--- config.mk ---
export PLATFORM = sky130hd
export DESIGN_NAME = stage_sequencer
export DESIGN_NICKNAME = d
export VERILOG_FILES = /design/src/rtl/stage_sequencer.sv
export SDC_FILE = /design/constraint.sdc
export NUM_CORES = 1
export LEC_CHECK = 0
export CORE_ASPECT_RATIO = 0.6
export CORE_MARGIN = 5
export CORE_UTILIZATION = 43
export CTS_CLUSTER_SIZE = 8
export DETAILED_ROUTE_END_ITERATION = 8
export DONT_BUFFER_PORTS = 1
export HOLD_SLACK_MARGIN = 0.03
export MAX_ROUTING_LAYER = met4
export SETUP_SLACK_MARGIN = 0.02
export SLEW_MARGIN = 0
export SYNTH_ARGS = -nofsm -noshare
export SYNTH_HDL_FRONTEND = slang
export SYNTH_SLANG_ARGS = --single-unit
--- constraint.sdc ---
create_clock -name clock -period 2.2 [get_ports clock]
set_clock_uncertainty 0.2 [all_clocks]
set_input_delay 0.11 -clock clock [delete_from_list [all_inputs] [get_ports clock]]
set_output_delay 0.11 -clock clock [all_outputs]
set_load 0.02 [all_outputs]
--- src/rtl/stage_sequencer.sv ---
// Multicycle MIPS control sequencer: walks IF/ID/EX/MEM/WB, decodes in ID, drives registered strobes.
// Latency: one stage per unstalled cycle; outputs registered, valid the cycle after the selecting edge.
// Backpressure: stall freezes all state and outputs (ignored in HALT); STAGE_SKIP_EN skips unused stages.
module stage_sequencer #(
    parameter int OPCODE_W = 6
) (
    input  logic                clock,
    input  logic                reset,
    input  logic                stall,
    input  logic [OPCODE_W-1:0] opcode,
    output logic [2:0]          stage,
    output logic                regWrite,
    output logic                regDest,
    output logic                memRead,
    output logic                memWrite,
    output logic                branch,
    output logic                pcWrite,
    output logic                halted,
    output logic [31:0]         instrCount
);

    typedef enum logic [2:0] {
        S_IF   = 3'd0,
        S_ID   = 3'd1,
        S_EX   = 3'd2,
        S_MEM  = 3'd3,
        S_WB   = 3'd4,
        S_HALT = 3'd7
    } state_t;

    typedef enum logic [2:0] {
        C_NOP,
        C_RTYPE,
        C_ADDI,
        C_LW,
        C_SW,
        C_BR,
        C_HALT
    } cls_t;

    localparam logic [OPCODE_W-1:0] OP_RTYPE = OPCODE_W'(6'b000000);
    localparam logic [OPCODE_W-1:0] OP_ADDI  = OPCODE_W'(6'b001000);
    localparam logic [OPCODE_W-1:0] OP_LW    = OPCODE_W'(6'b100011);
    localparam logic [OPCODE_W-1:0] OP_SW    = OPCODE_W'(6'b101011);
    localparam logic [OPCODE_W-1:0] OP_BEQ   = OPCODE_W'(6'b000100);
    localparam logic [OPCODE_W-1:0] OP_J     = OPCODE_W'(6'b000010);
    localparam logic [OPCODE_W-1:0] OP_HALT  = OPCODE_W'(6'b111111);

    state_t state_q, state_d;
    cls_t   cls_q, cls_d;
    logic   retire;

    function automatic cls_t decode(input logic [OPCODE_W-1:0] op);
        cls_t c;
        case (op)
            OP_RTYPE:      c = C_RTYPE;
            OP_ADDI:       c = C_ADDI;
            OP_LW:         c = C_LW;
            OP_SW:         c = C_SW;
            OP_BEQ, OP_J:  c = C_BR;
            OP_HALT:       c = C_HALT;
            default:       c = C_NOP;
        endcase
        return c;
    endfunction

    always_comb begin
        state_d = state_q;
        cls_d   = cls_q;
        retire  = 1'b0;
        if (!stall) begin
            case (state_q)
                S_IF: state_d = S_ID;
                S_ID: begin
                    cls_d   = decode(opcode);
                    state_d = (cls_d == C_HALT) ? S_HALT : S_EX;
                end
`ifdef STAGE_SKIP_EN
                S_EX: begin
                    case (cls_q)
                        C_RTYPE, C_ADDI: state_d = S_WB;
                        C_LW, C_SW:      state_d = S_MEM;
                        default:         state_d = S_IF;
                    endcase
                end
                S_MEM:   state_d = (cls_q == C_SW) ? S_IF : S_WB;
`else
                S_EX:    state_d = S_MEM;
                S_MEM:   state_d = S_WB;
`endif
                S_WB:    state_d = S_IF;
                S_HALT:  state_d = S_HALT;
                default: state_d = S_IF;
            endcase
        end
        // Any return to IF from an execute-side stage is a retirement; reset is not.
        if ((state_q == S_EX || state_q == S_MEM || state_q == S_WB) && state_d == S_IF) begin
            retire = 1'b1;
        end
    end

    // Strobes are computed from the stage/class being entered, so they line up with stage.
    always_ff @(posedge clock) begin
        if (reset) begin
            state_q    <= S_IF;
            cls_q      <= C_NOP;
            regWrite   <= 1'b0;
            regDest    <= 1'b0;
            memRead    <= 1'b0;
            memWrite   <= 1'b0;
            branch     <= 1'b0;
            pcWrite    <= 1'b1;
            halted     <= 1'b0;
            instrCount <= 32'd0;
        end else begin
            state_q  <= state_d;
            cls_q    <= cls_d;
            regWrite <= (state_d == S_WB) &&
                        (cls_d == C_RTYPE || cls_d == C_ADDI || cls_d == C_LW);
            regDest  <= (state_d == S_WB) && (cls_d == C_RTYPE);
            memRead  <= (state_d == S_MEM) && (cls_d == C_LW);
            memWrite <= (state_d == S_MEM) && (cls_d == C_SW);
            branch   <= (state_d == S_EX) && (cls_d == C_BR);
            pcWrite  <= (state_d == S_IF);
            halted   <= halted | (state_d == S_HALT);
            if (retire) begin
                instrCount <= instrCount + 32'd1;
            end
        end
    end

    assign stage = state_q;

endmodule

==> metrics <==
outcome=complete, no violations; RePlAce Congestion=0.7972; syn nets=279; Critical Path RT=2.18 ns; core area=5080 um^2; Most used DFF post-synth=dfxtp_1; Final WS setup=0.07961 ns; Non-Filler Instances=367; EDFF count, synth=0; Ys Warns=0; Slew @ Worst Pin=0.4219 ns; Critical Path Source Type=flop; Final Util=53.40%; Max Fanout on Critical Path=13; Final Max Tran Viols=0; Leak=0.9521 nW; Die W=103.6 um; Fin Setup TNS=0 ns; top cell type's share of synthesized area=39.82%; Worst setup startpoint=instrCount[13]$_SDFFE_PP0P_; flops & latches, synth=45; Hold Violations, Final=0; TritonCTS buffer count=5; DRC Markers=0; drt wl/cell=15.64 um; drt pass-1 iters=4; syn avg cell area=8.410 um^2; Buffers on Ports=0; synth top area cells=dfxtp_1 40%, a21oi_1 5.1%, nor2_1 4.1%; highest clock rate=0.4716 GHz; die area=6859 um^2; total power=1.425 mW; Total GRT Usage=17.81%; unique cell type count in the Yosys netlist=52; Async S/R FF share, synth=0%; Vias/cell=5.670; hpwl dp=4037 um; # rows=20; Critical Path Max Stage Delay=0.64 ns; H-tree levels=2; global-route wire length before repair=9832 um; max-cap violations=0; Bufs and invs on worst path=0; Tmin final=2.120 ns; Layout Nets=310; initial antenna violation count=0; type of the worst setup path=reg2reg; Die H=66.19 um; Clock Sinks=45; Initial DRC Count=93; period utilisation layout=96.38%; placed cell count=353; layout cell share with drive strength beyond 1=22.59%; slowest CP cell=or4_4; WL final=5741 um; worst-skew pair later-pin latency=0.29 ns; crit-path cells=nand4_2 > or4_4 > nor4_1 > mux2_2; CP arrival=2.10 ns; Antenna Cells=0; GR Overflow Total=0; IO Count=51; Sequential Area=913.4 um^2; dpl ws=0.1296 ns; vias=2081; number of global-route vias before repair=1931; Worst R2R Start=instrCount[13]$_SDFFE_PP0P_; Post-Synthesis Cells=269; Max clock buf depth=2; Initial Utilization=44.53%; register area share after synthesis=39.82%; root buffer cell=clkbuf_8; HP Start=opcode[4]; fill count=490; RSZ-0062 raised after global routing=yes; Syn-to-layout area delta=19.91%; total setup buffers inserted after CTS=0; clock-pin slew on the worst setup and hold paths=0.09 ns; Slew HR=71.14%; Worst VDD drop=0.0003357 V; Multi-input gate area=1292 um^2; Setup crit end kind=flop; CTS tree=built; mapped cell area=2262 um^2; HP Class=in2reg; Final ANT Viol Nets=0; setup violators final=0; Power Dens Cells=525.3 nW/um^2; largest area contributor in the netlist=dfxtp_1; largest net degree at the start of global routing=49; CP top delay family=simple AND/OR/NAND/NOR gates
==> routing by layer <==
layer / part of all wire [%] / up-vias / GRT usage [%]
met5: 0 / - / -
met3: 7.1 / 4 / 5.073
met2: 39 / 58 / 23.73
li1: - / 1059 / -
met1: 53 / 960 / 26.04
met4: 0.68 / 0 / 4.255
==> cells by family after synthesis <==
group,Yosys count,synth area share [%]
AOI/OAI and AO/OA,59,16.32
xor gates and xnor gates,10,3.872
and+or+nand+nor,128,32.69
adders and majority gates,1,0.5530
buffers and inverters,20,3.816
muxes,6,2.931
DFF,45,39.82
==> what timing repair did <==
item                                    4_1_cts  5_1_grt
resized for setup                             0        3
endpoints found under the setup margin        0       12
endpoints found under the hold margin        45        0
hold buffers                                  6        0
==> sequential cells by signal, indices dropped and copies added, names as in the netlist <==
register	cells
memWrite	1
memRead	1
branch	1
halted	1
cls_q	3
stage	3
instrCount	32
regDest	1
regWrite	1
pcWrite	1
==> final timing paths <==
kind | endpoint | slack, ns | cells past startpoint
setup / recovery | instrCount[26]$_SDFFE_PP0P_ | 0.08 | 4
hold / removal | stage[0]$_SDFF_PP0_ | 0.05 | 4
setup reg to reg | instrCount[26]$_SDFFE_PP0P_ | 0.08 | 4
hold reg to reg | instrCount[1]$_SDFFE_PP0P_ | 0.35 | 2
==> stage by stage <==
| step | hold slack, ns | area, um^2 |
|---|---|---|
| finish | 0.04528 | 2713 |
| global route | 0.04874 | 2713 |
| CTS | 0.03772 | 2695 |
| detailed placement | -0.01979 | 2541 |
| global placement | -0.02006 | 2541 |
| floorplan | 0.09112 | 2275 |
==> tightest hold or removal path, delay by kind of cell <==
family	cells	cell delay, ns
AO/OA/AOI/OAI	2	0.17
AND/OR/NAND/NOR	2	0.21
==> power breakdown <==
group / total (mW) / internal (mW) / switching (mW)
Clock: 0.501 / 0.225 / 0.276
Combinational: 0.0947 / 0.0384 / 0.0564
Sequential: 0.829 / 0.820 / 0.00914
Total: 1.42 / 1.08 / 0.341
==> final cells by class <==
type	count	share of cell area (%)
multi-input combinational	204	47.65
sequential	45	33.67
timing repair buffer	40	11.99
tap	66	3.044
clock buffer	7	2.814
inverter	4	0.5535
clock inverter	1	0.2768
==> cells in the final DEF (no fill, tap or decap), drive strengths merged, types with 2 or more instances in the layout <==
master       Yosys  routed
nand3           16      16
a2111oi          2       2
nor2            25      25
nand4            8       8
inv              4       4
xor2             9       9
and3             3       3
or4             12      12
nand2           16      16
dlygate4sd3      0       5
nor3             4       4
dfxtp           45      45
a21oi           23      23
and4             4       4
o31ai           11      11
nor4b            3       3
nor2b            8       8
buf              4      35
or3              9       9
and2             4       4
nor4             7       7
clkbuf          12       7
o21ai           13      13
nand2b           3       3
mux2             5       5
==> cells in the mapped netlist, drive strengths merged, types with 4 or more instances <==
library cell	count
dfxtp	45
nor2	25
a21oi	23
nand2	16
nand3	16
o21ai	13
clkbuf	12
or4	12
o31ai	11
or3	9
xor2	9
nand4	8
nor2b	8
nor4	7
mux2	5
and2	4
and4	4
buf	4
inv	4
nor3	4
Power figures use the tool's default switching activity.
